## src/rtl/intc_pkg.sv

```systemverilog
// Shared definitions for the priority interrupt controller: FSM state
// encoding, IO register offsets and the spurious vector value.
package intc_pkg;

    typedef enum logic [1:0] {
        ST_IDLE    = 2'd0,
        ST_ASSERT  = 2'd1,
        ST_SERVICE = 2'd2
    } state_e;

    localparam logic [1:0] ADR_PEND = 2'd0;
    localparam logic [1:0] ADR_MASK = 2'd1;
    localparam logic [1:0] ADR_VEC  = 2'd2;
    localparam logic [1:0] ADR_EOI  = 2'd3;

    // Vector value meaning "nothing in service"; sliced down to VEC_W bits.
    localparam logic [15:0] SPURIOUS = 16'hFFFF;

endpackage

```

## src/rtl/intr_controller_if.sv

```systemverilog
// IO bus between the MCU and the interrupt controller register block.
// master = MCU side (drives strobes/address/data), slave = controller.
interface intr_controller_if;
    logic        io_cs;
    logic        io_wr;
    logic        io_rd;
    logic [1:0]  io_addr;
    logic [31:0] io_din;
    logic [31:0] io_dout;

    modport master (output io_cs, io_wr, io_rd, io_addr, io_din, input io_dout);
    modport slave  (input io_cs, io_wr, io_rd, io_addr, io_din, output io_dout);
endinterface

```

## src/rtl/intc_prio_enc.sv

```systemverilog
// Lowest-index-wins priority encoder. idx is only meaningful when valid.
module intc_prio_enc #(
    parameter int N = 4,
    parameter int W = 4
) (
    input  logic [N-1:0] req,
    output logic         valid,
    output logic [W-1:0] idx
);

    // Scan from the top down so the lowest set index is written last.
    always_comb begin
        valid = 1'b0;
        idx   = '0;
        for (int i = N - 1; i >= 0; i--) begin
            if (req[i]) begin
                valid = 1'b1;
                idx   = W'(i);
            end
        end
    end

endmodule

```

## src/rtl/intr_controller.sv

```systemverilog
// Priority interrupt controller in front of the MCU's intr/int_ack pair.
// Rising edges on irq_src latch into PENDING; the lowest-index pending and
// enabled source is presented as intr. Registers: PENDING (W1C), MASK,
// VECTOR (RO), EOI (WO).
// Optional build macro INTC_AUTO_EOI_EN: the ack itself ends service, so
// there is no SERVICE state and EOI writes have no effect.
module intr_controller
    import intc_pkg::*;
#(
    parameter int NUM_SRC = 4,
    parameter int VEC_W   = 4
) (
    input  logic               clk,
    input  logic               reset,
    input  logic [NUM_SRC-1:0] irq_src,
    input  logic               int_ack,
    output logic               intr,
    intr_controller_if.slave   bus
);

    state_e             state_q, state_d;
    logic [NUM_SRC-1:0] irq_prev_q, irq_prev_d;
    logic [NUM_SRC-1:0] pending_q, pending_d;
    logic [NUM_SRC-1:0] mask_q, mask_d;
    logic [VEC_W-1:0]   vector_q, vector_d;
    logic               intr_q, intr_d;

    logic [NUM_SRC-1:0] irq_edge;
    logic [NUM_SRC-1:0] eligible;
    logic               win_vld;
    logic [VEC_W-1:0]   win_idx;
    logic               wr_pend, wr_mask, wr_eoi;
    logic               ack_take;
    logic               unused_din;

    assign irq_edge = irq_src & ~irq_prev_q;
    assign eligible = pending_q & mask_q;

    assign wr_pend = bus.io_cs & bus.io_wr & (bus.io_addr == ADR_PEND);
    assign wr_mask = bus.io_cs & bus.io_wr & (bus.io_addr == ADR_MASK);
    assign wr_eoi  = bus.io_cs & bus.io_wr & (bus.io_addr == ADR_EOI);

    // Only the low NUM_SRC bits of write data carry meaning.
    assign unused_din = ^bus.io_din[31:NUM_SRC];

    intc_prio_enc #(
        .N (NUM_SRC),
        .W (VEC_W)
    ) u_prio_enc (
        .req   (eligible),
        .valid (win_vld),
        .idx   (win_idx)
    );

    // An ack only counts while a request is actually being presented.
    assign ack_take = (state_q == ST_ASSERT) & int_ack & win_vld;

    // FSM next state; intr follows the ASSERT state one cycle late and drops
    // together with the state leaving ASSERT.
    always_comb begin
        state_d = state_q;
        case (state_q)
            ST_IDLE: begin
                if (win_vld) state_d = ST_ASSERT;
            end
            ST_ASSERT: begin
                if (ack_take) begin
`ifdef INTC_AUTO_EOI_EN
                    state_d = ST_IDLE;
`else
                    state_d = ST_SERVICE;
`endif
                end else if (!win_vld) begin
                    state_d = ST_IDLE;
                end
            end
            ST_SERVICE: begin
`ifdef INTC_AUTO_EOI_EN
                state_d = ST_IDLE;
`else
                if (wr_eoi) state_d = ST_IDLE;
`endif
            end
            default: state_d = ST_IDLE;
        endcase
        intr_d = (state_q == ST_ASSERT) && (state_d == ST_ASSERT);
    end

    // Register updates: edge capture, W1C, mask writes, vector capture on ack.
    // New edges are OR-ed last so a set beats a same-cycle clear.
    always_comb begin
        irq_prev_d = irq_src;
        pending_d  = pending_q;
        mask_d     = mask_q;
        vector_d   = vector_q;
        if (wr_pend) pending_d = pending_d & ~bus.io_din[NUM_SRC-1:0];
        if (wr_mask) mask_d = bus.io_din[NUM_SRC-1:0];
        if (ack_take) begin
            vector_d  = win_idx;
            pending_d = pending_d & ~(NUM_SRC'(1) << win_idx);
        end
        pending_d = pending_d | irq_edge;
    end

    // Read mux; reads have no side effects.
    always_comb begin
        bus.io_dout = 32'h0;
        if (bus.io_cs && bus.io_rd) begin
            case (bus.io_addr)
                ADR_PEND: bus.io_dout = {{(32-NUM_SRC){1'b0}}, pending_q};
                ADR_MASK: bus.io_dout = {{(32-NUM_SRC){1'b0}}, mask_q};
                ADR_VEC:  bus.io_dout = {{(32-VEC_W){1'b0}}, vector_q};
                default:  bus.io_dout = 32'h0;
            endcase
        end
    end

    // State registers with synchronous reset.
    always_ff @(posedge clk) begin
        if (reset) begin
            state_q    <= ST_IDLE;
            irq_prev_q <= '0;
            pending_q  <= '0;
            mask_q     <= '0;
            vector_q   <= SPURIOUS[VEC_W-1:0];
            intr_q     <= 1'b0;
        end else begin
            state_q    <= state_d;
            irq_prev_q <= irq_prev_d;
            pending_q  <= pending_d;
            mask_q     <= mask_d;
            vector_q   <= vector_d;
            intr_q     <= intr_d;
        end
    end

    assign intr = intr_q;

endmodule
```

## src/flat_wrapper.sv

```systemverilog
// flat-port wrapper written by rule: the top's interface ports become plain ports
module intr_controller_flat import intc_pkg::*;
#(
    parameter int NUM_SRC = 4,
    parameter int VEC_W   = 4
)
  (clk, reset, irq_src, int_ack, intr, bus_io_cs, bus_io_wr, bus_io_rd, bus_io_addr, bus_io_din, bus_io_dout);
  intr_controller_if bus_i ();
  input  logic clk;
  input  logic reset;
  input  logic [NUM_SRC-1:0] irq_src;
  input  logic int_ack;
  output logic intr;
  input wire logic [$bits(bus_i.io_cs)-1:0] bus_io_cs;
  input wire logic [$bits(bus_i.io_wr)-1:0] bus_io_wr;
  input wire logic [$bits(bus_i.io_rd)-1:0] bus_io_rd;
  input wire logic [$bits(bus_i.io_addr)-1:0] bus_io_addr;
  input wire logic [$bits(bus_i.io_din)-1:0] bus_io_din;
  output wire logic [$bits(bus_i.io_dout)-1:0] bus_io_dout;
  assign bus_i.io_cs = bus_io_cs;
  assign bus_i.io_wr = bus_io_wr;
  assign bus_i.io_rd = bus_io_rd;
  assign bus_i.io_addr = bus_io_addr;
  assign bus_i.io_din = bus_io_din;
  assign bus_io_dout = bus_i.io_dout;
  intr_controller #(.NUM_SRC(NUM_SRC), .VEC_W(VEC_W)) u_core (.clk(clk), .reset(reset), .irq_src(irq_src), .int_ack(int_ack), .intr(intr), .bus(bus_i));
endmodule
```

## config.mk

```make
export PLATFORM = sky130hd
export DESIGN_NAME = intr_controller_flat
export DESIGN_NICKNAME = d
export VERILOG_FILES = /design/src/rtl/intc_pkg.sv /design/src/rtl/intr_controller_if.sv /design/src/rtl/intc_prio_enc.sv /design/src/rtl/intr_controller.sv /design/src/flat_wrapper.sv
export SDC_FILE = /design/constraint.sdc
export NUM_CORES = 1
export LEC_CHECK = 0
export ABC_CLOCK_PERIOD_IN_PS = 1250
export CAP_MARGIN = 10
export CORE_MARGIN = 1.5
export CORE_UTILIZATION = 32
export CTS_BUF_LIST = sky130_fd_sc_hd__clkbuf_4 sky130_fd_sc_hd__clkbuf_8
export DETAILED_ROUTE_END_ITERATION = 12
export GPL_TIMING_DRIVEN = 0
export PLACE_DENSITY = 0.76
export SLEW_MARGIN = 10
export SYNTH_ARGS = -nofsm -noshare
export SYNTH_HDL_FRONTEND = slang
export SYNTH_SLANG_ARGS = --single-unit
```

## constraint.sdc

```tcl
create_clock -name clk -period 1.25 [get_ports clk]
set_input_delay 0.375 -clock clk [delete_from_list [all_inputs] [get_ports clk]]
set_output_delay 0.375 -clock clk [all_outputs]
set_load 0.05 [all_outputs]
```

; ---- Word-level counts from Yosys, hierarchy flattened
; Index checks and enable logic that the tools add are counted.
[word_totals]
in_bits = 44
word_cells = 48
ff_bits = 19
out_inout_bits = 33
[classes]
shift = 1
reduce_logical = 4
bitwise = 14
eq_ne = 6
muxes = 17
[op_table]
columns = operator, count
row1 = 32-bit two-way mux, 1
row2 = 4-bit two-way mux, 5
row3 = 4-bit bitwise AND, 4
row4 = 4-bit NOT, 3
row5 = 4-bit one-hot mux with 3 select lines, 1
row6 = 2-bit two-way mux, 5
row7 = 1-bit bitwise AND, 6
row8 = "2-bit by 1-bit == test with 1-bit output, second input constant", 3
row9 = "2-bit == test, second input constant", 3
row10 = 2-bit one-hot mux with 3 select lines, 1
row11 = 2-bit zero test, 2
row12 = 1-bit two-way mux, 4
row13 = 4-bit OR, 1
row14 = "1-bit by 4-bit << shifter with 4-bit output, first input constant", 1
row15 = 1-bit logical AND, 2

; ---- Logic depth before layout (Yosys ltp)
; Gate-level depths: netlist (run 1).
[depth]
depth_word = 10
mapped_depth = 5

; ---- By module
; Synthesis (run 1) repeated with hierarchy kept, for this count alone.
[unflattened]
hier_cells = 137
area_unflattened_um2 = 1178.6
[modules_own_cells]
columns = mod, area_each_um2, n_inst, seq_area_each_um2, cells_each
row1 = intr_controller, 1124.8, 1, 380.4, 127
row2 = intc_prio_enc, 53.8, 1, 0.0, 10

; ---- Worst setup path before layout (run 1)
; No wires, ideal clock.
[synth_timing]
kind = input to output
from = in bus_io_addr[0]
to = out bus_io_dout[2]
setup_slack_ps = -750
t_arrival_ps = 1625
t_required_ps = 875
stages = 4
n_path_buf = 1
cell_sequence = buf_4 -> mux2i_1 -> or2_0 -> a21oi_1
[synth_between]
elab_chain_cells = 3
word_cells_on_any_way = 5
classes_between = eq/ne: 2 / mux: 2 / reduce/logical: 1
[synth_rtl]
columns = item, line
row1 = "start, declared", flat_wrapper.sv:17  ; input wire logic [$bits(bus_i.io_addr)-1:0] bus_io_addr;
row2 = 2-bit == test (tied with other cells), intr_controller.sv:109  ; case (bus.io_addr)
row3 = 4-bit one-hot mux with 3 select lines (*), intr_controller.sv:109
row4 = 32-bit two-way mux (*), intr_controller.sv:108  ; if (bus.io_cs && bus.io_rd) begin
row5 = "end, declared", flat_wrapper.sv:19  ; output wire logic [$bits(bus_i.io_dout)-1:0] bus_io_dout;
; Every way passes the cells marked *; elsewhere a longest branch is shown, timed or not.

; ---- Final worst setup path (run 1)
[layout_timing]
from = reg u_core.mask_q[2]
to = out bus_io_dout[2]
[layout_between]
elab_chain_cells = 2
[layout_rtl]
columns = item, line
row1 = "start, declared", intr_controller.sv:24  ; logic [NUM_SRC-1:0] mask_q, mask_d;
row2 = "start signal, assigned", intr_controller.sv:131  ; mask_q <= mask_d;
row3 = 4-bit one-hot mux with 3 select lines, intr_controller.sv:109
row4 = 32-bit two-way mux, intr_controller.sv:108
; Every way passes these cells.

==> flow_summary.ini, run 1 <==
[run_status]
status = complete, but fails checks
violations = setup timing

[final_layout]
finalNonFillerCells = 229
drive_gt1_frac = 0.4208
final_area_um2 = 1668
n_fill_cell = 348
n_antenna_cell = 0
fin_nets = 229
syn_to_final_growth_pct = 52.52

[sta]
fmax_mhz = 618.4
fin_crit_ns = 1.617
period_share = 1.294
rsz0062_at_grt = yes
setup_viol = 9
hold_violations = 0
setup_slack_ns = -0.3672
slew_violations = 0
fin_setup_tns_ns = -1.937
worst_clock_skew_ns = 0.004503

[critical_path]
crit_type = flip-flop to output port
slowest_stage = dfxtp_4
end_kind = output port
arrival_ns = 1.24
path_max_fanout = 2
r2r-end = u_core.state_q[1]
r2r-start = u_core.pending_q[1]
cp.required_ns = 0.88
r2r.worst_path.cells = 5
crit_family = flip-flops
slowest_delay_ns = 0.36
path_buf_inv = 1
ff2ff_setup_slack_ns = -0.01
crit_path_start_kind = flip-flop
worstPathCellList = mux2i_1, or2_1, a21oi_4, buf_6

[clocking]
root_buffer = clkbuf_4
cts_tree = built
clock-sinks = 18
clk_latency_ns = 0.30
path_clk_slew_ns = 0.10
cts.path.max_buffers = 2
cts_made_buffers = 3
hold_buffers = 0
cts_max_level = 1

[synth]
async_flop_share = 0
yosysTopAreaCell = dfxtp_1
yosys_warnings = 0
syn_area_um2 = 1094
ys_seq_area_frac = 0.3295
synth-seq-cells = 18
synthTopCellsByArea = dfxtp_1 33%, buf_4 20%, mux2i_1 7.3%
synth-main-ff-cell = dfxtp_1
synthCells = 123
synth.top_cell.area_share = 0.3295
synth_edf_count = 0
synth_area_per_cell_um2 = 8.891
yosysUniqueCellTypes = 31

[worst_hold_path]
hold_start = bus_io_addr[0]
min_to = u_core.pending_q[3]
hold_depth = 4
hp-class = primary input to flip-flop

[global_routing]
grt_pass1_vias = 838
grt.overflow.total = 0
antenna_found_initial = 0
grt_pass1_wl_um = 3567
grt_max_degree = 11
grt_use_total = 0.1307

[floorplanning]
core_um2 = 3311
rows = 21
die_h_um = 61.46
ios = 77
die_width_um = 61.46
die-area_um2 = 3777
start_util = 0.3303

[power]
p_per_area_nw_per_um2 = 830.0
max-vdd-ir-drop_v = 0.0006483
p_leak_nw = 0.7792

[place]
dp_hpwl_um = 1594
placed_area_um2 = 1500
post-place-ws_ns = -1.504
routabilityCongestion = 0.8027
io_buffers = 19
post-place-cells = 215

[detailed_routing]
totalWireLength_um = 2175
drt_drc_violations_left = 0
drtPass1Iterations = 4
via_per_inst = 4.026
vias = 922
ant_nets = 0
drt-initial-drc-count = 21
routedWlPerCell_um = 9.498

[run]
maxCapViolCount = 0
cell families (layout without fill, tap and decap cells):
group | after synthesis | in the layout | synth area share
other cells | 1 | 28 | 0.003429
flops | 18 | 18 | 0.3295
simple gates | 40 | 40 | 0.2208
compound gates | 21 | 21 | 0.1522
buf+inv | 35 | 68 | 0.2208
mux | 8 | 8 | 0.07323
metal layers:
layer	routed length [um]	track usage	vias to the layer above
li1	-	-	489
met1	886	0.1452	403
met3	155	0.05042	2
met5	0	0	-
met4	17	0.03647	0
met2	1115	0.2325	28
power breakdown:
group | total (mW) | leakage, nW | internal [mW] | switching (mW)
Clock | 0.286 | 0.0138 | 0.112 | 0.174
Combinational | 0.489 | 0.614 | 0.184 | 0.306
Sequential | 0.609 | 0.151 | 0.595 | 0.0135
cells in the mapped netlist (2+ instances only):
cell type,n
dfxtp_1,18
nor2b_1,7
nor2_1,8
a21oi_1,7
nand3_1,3
buf_4,29
nand2_1,12
a41o_1,2
inv_1,5
nand2b_4,2
or2_0,2
mux2i_1,8
o22ai_1,2
worst max path at each step:
stage | to | cells past startpoint | from
final | bus_io_dout[2] | 4 | u_core.mask_q[2]
after floorplan | bus_io_dout[2] | 4 | bus_io_addr[0]
after global placement | bus_io_dout[3] | 5 | bus_io_addr[1]
after global routing | bus_io_dout[2] | 4 | u_core.mask_q[2]
after detailed placement | bus_io_dout[3] | 5 | bus_io_addr[1]
after CTS | bus_io_dout[2] | 4 | u_core.mask_q[2]
repair_timing:
| item | 4_1_cts | 5_1_grt |
|---|---|---|
| pin swaps | 8 | 1 |
| gates resized for setup | 58 | 6 |
| setup endpoints to repair | 15 | 16 |
| buffers inserted | 10 | 1 |
metrics by stage:
stage / util / hold slack, ns / power [mW]
2_1_floorplan: - / 0.4418 / 0.9879
3_3_place_gp: 0.4531 / 0.4474 / 1.066
3_5_place_dp: 0.4531 / 0.4627 / 1.070
4_1_cts: 0.4928 / 0.4509 / 1.383
5_1_grt: 0.5038 / 0.4719 / 1.452
6_report: 0.5038 / 0.4439 / 1.384
worst reg2reg max path: cells and delay by family (launching register included):
kind                   cells  cell delay, ns
and+or+nand+nor            2            0.38
DFF                        1            0.34
AOI/OAI and AO/OA          2            0.32
buffers and inverters      1            0.11
final cells by class:
type	count	area [um2]	share of cell area
plain buffers	30	237.7	0.1425
clock buffers	3	22.52	0.01350
inverters	5	18.77	0.01125
multi-input cells	97	675.6	0.4051
flip-flops and latches	18	377.9	0.2266
well taps	46	57.56	0.03451
repair buffers	30	277.8	0.1665
state kept, by name, summed over array words and instances (netlist names):
| signal | count |
|---|---|
| u_core.mask_q | 4 |
| u_core.vector_q | 3 |
| u_core.irq_prev_q | 4 |
| u_core.pending_q | 4 |
| u_core.state_q | 2 |
| u_core.intr | 1 |
cells in the final DEF (no fill, tap or decap), drive strengths merged:
cell type and instances:
or2 2, a32oi 1, and3 1, a311oi 1, clkbuf 4, nand3b 1, a41o 2, clkdlybuf4s50 10
a21oi 7, conb 28, a2111oi 1, nor2 9, o22ai 2, a32o 1, dlygate4sd2 3, dfxtp 18
nor2b 7, o21ai 1, nand4b 1, nor4 1, inv 5, mux2i 8, a221oi 1, nand3 3
buf 46, nand2b 2, a21o 1, a22o 1, nand2 12, nor3 1, a22oi 2
(Power assumes the default switching activity.)
==> run 2, diff against run 1 <==
- CELL_PAD_IN_SITES_DETAIL_PLACEMENT: unset -> 0
- CELL_PAD_IN_SITES_GLOBAL_PLACEMENT: unset -> 2
- CORE_UTILIZATION: 32 -> 17
- PLACE_DENSITY: 0.76 -> 0.77
==> run 2 against run 1 <==
The run still ends with setup timing left; routed wire length rose by 14%; sequential power barely moved; worst hold slack improved by 0.026 ns; critical path depth did not move; die area rose by 83%; first-iteration DRC count rose by 38%; flip-flop and latch count did not move; power rose by 14%; register-to-register slack improved by 0.03 ns; critical endpoint is now bus_io_dout[3]; highest routed layer unchanged.
==> flow_summary.ini, run 2 (synthesized netlist as in run 1, its figures left out) <==
[final_layout]
top_regs = u_core.irq_prev_q x4, u_core.mask_q x4, u_core.pending_q x4
n_fill_cell = 669
seqCellArea_um2 = 377.9
final_util = 0.2787
final_common_cell = buf_4
n_antenna_cell = 0
fin_nets = 230
drive_gt1_frac = 0.4378
multi_input_area_um2 = 669.4
syn_to_final_growth_pct = 59.95
final_cell_mix = 35 x buf_4, 28 x conb_1, 10 x nand2_1, 10 x buf_6, 10 x dfxtp_1

[critical_path]
crit_type = flip-flop to output port
crit_path_start_kind = flip-flop
cp.required_ns = 0.88
slowest_delay_ns = 0.34
end_kind = output port
slowest_stage = dfxtp_2
crit_family = flip-flops
arrival_ns = 1.20
path_max_fanout = 3
path_buf_inv = 1
worstPathCellList = mux2i_1, or2_1, a21oi_4, buf_6

[sta]
hold_violations = 0
period_share = 1.263
slew_violations = 0
worst_clock_skew_ns = 0.001654
setup_viol = 4
fmax_mhz = 633.5
rsz0062_at_grt = yes
fin_crit_ns = 1.579
setup_slack_ns = -0.3286
fin_setup_tns_ns = -1.265

[clocking]
cts_made_buffers = 3
clock-sinks = 18
clk_latency_ns = 0.25
hold_buffers = 0
cts.path.max_buffers = 2
cts_tree = built
root_buffer = clkbuf_8
cts_max_level = 1
path_clk_slew_ns = 0.07

[global_routing]
grt_pass1_vias = 891
antenna_found_initial = 0
use_met2 = 0.1197
grt_max_degree = 11
grt_pass1_wl_um = 4071
grt_use_met3 = 0.02584
top_usage_layer = met2
grt_use_met1 = 0.09085
grt.overflow.total = 0
grt_use_total = 0.07164

[floorplanning]
start_util = 0.1742
die_h_um = 83.21
die-area_um2 = 6923
core_um2 = 6277
ios = 77
rows = 29
die_width_um = 83.21

[detailed_routing]
drt-initial-drc-count = 29
routedWlPerCell_um = 9.458
drtPass1Iterations = 4
drt_drc_violations_left = 0
ant_nets = 0
totalWireLength_um = 2478
vias = 925
via_per_inst = 3.531

[run]
maxCapViolCount = 0

[power]
p_per_area_nw_per_um2 = 902.5
p_leak_nw = 0.8027
max-vdd-ir-drop_v = 0.0004865

[worst_hold_path]
hp-class = flip-flop to flip-flop

[place]
io_buffers = 19
post-place-ws_ns = -1.533
dp_hpwl_um = 1839
routabilityCongestion = 0.7127

[run_status]
violations = setup timing
status = complete, but fails checks
run 2: changes by cell type in the layout (fill, tap and decap cells not counted), sizes merged:
cell	change
dlygate4sd2	+1
clkdlybuf4s50	-2
buf	+2
clkdlybuf4s15	+1
run 2: path summary, 6_finish.rpt:
check	cells after the start	from	slack [ns]	endpoint
hold reg to reg	2	u_core.irq_prev_q[0]	0.47	u_core.pending_q[0]
setup reg to reg	5	u_core.mask_q[1]	0.02	u_core.state_q[1]
hold / removal	2	u_core.irq_prev_q[0]	0.47	u_core.pending_q[0]
setup / recovery	4	u_core.mask_q[3]	-0.33	bus_io_dout[3]
run 2: layout make-up:
class	instances	area share
Multi-Input combinational cell	97	0.3827
Timing Repair Buffer	31	0.1660
Sequential cell	18	0.2160
Buffer	30	0.1381
Inverter	5	0.01073
Clock buffer	4	0.03147
Tap cell	77	0.05508
run 2: power breakdown:
part           switching (mW)  total, mW  leakage [nW]  internal (mW)
clock network           0.197      0.476        0.0288          0.280
registers              0.0131      0.609         0.151          0.596
logic                   0.308      0.493         0.623          0.186
total                   0.518       1.58         0.803           1.06
run 2: through the flow:
step / power, mW / hold slack, ns / area [um2] / instances
final: 1.579 / 0.4702 / 1749 / 262
after global placement: 1.072 / 0.4498 / 1539 / 246
after CTS: 1.576 / 0.4759 / 1702 / 259
after floorplan: 0.9879 / 0.4418 / 1252 / 150
after global routing: 1.642 / 0.4965 / 1749 / 262
after detailed placement: 1.073 / 0.4593 / 1539 / 246
run 2: layer usage:
metal | up-vias | wire [um]
li1 | 490 | -
met5 | - | 0
met4 | 0 | 8
met2 | 30 | 1188
met3 | 2 | 150
met1 | 403 | 1131
run 2: repair_timing:
action                     4_1_cts  5_1_grt
setup buffers                    9        3
pin swaps                       10        4
setup endpoints to repair       18       11
gates resized for setup         64        6
run 2: worst register-to-register path, cell delays in order (launching register included):
cell      delay (ns)
dfxtp_2         0.33
buf_6           0.11
a22oi_2         0.26
and3_4          0.24
nand2b_4        0.12
a221oi_2        0.05
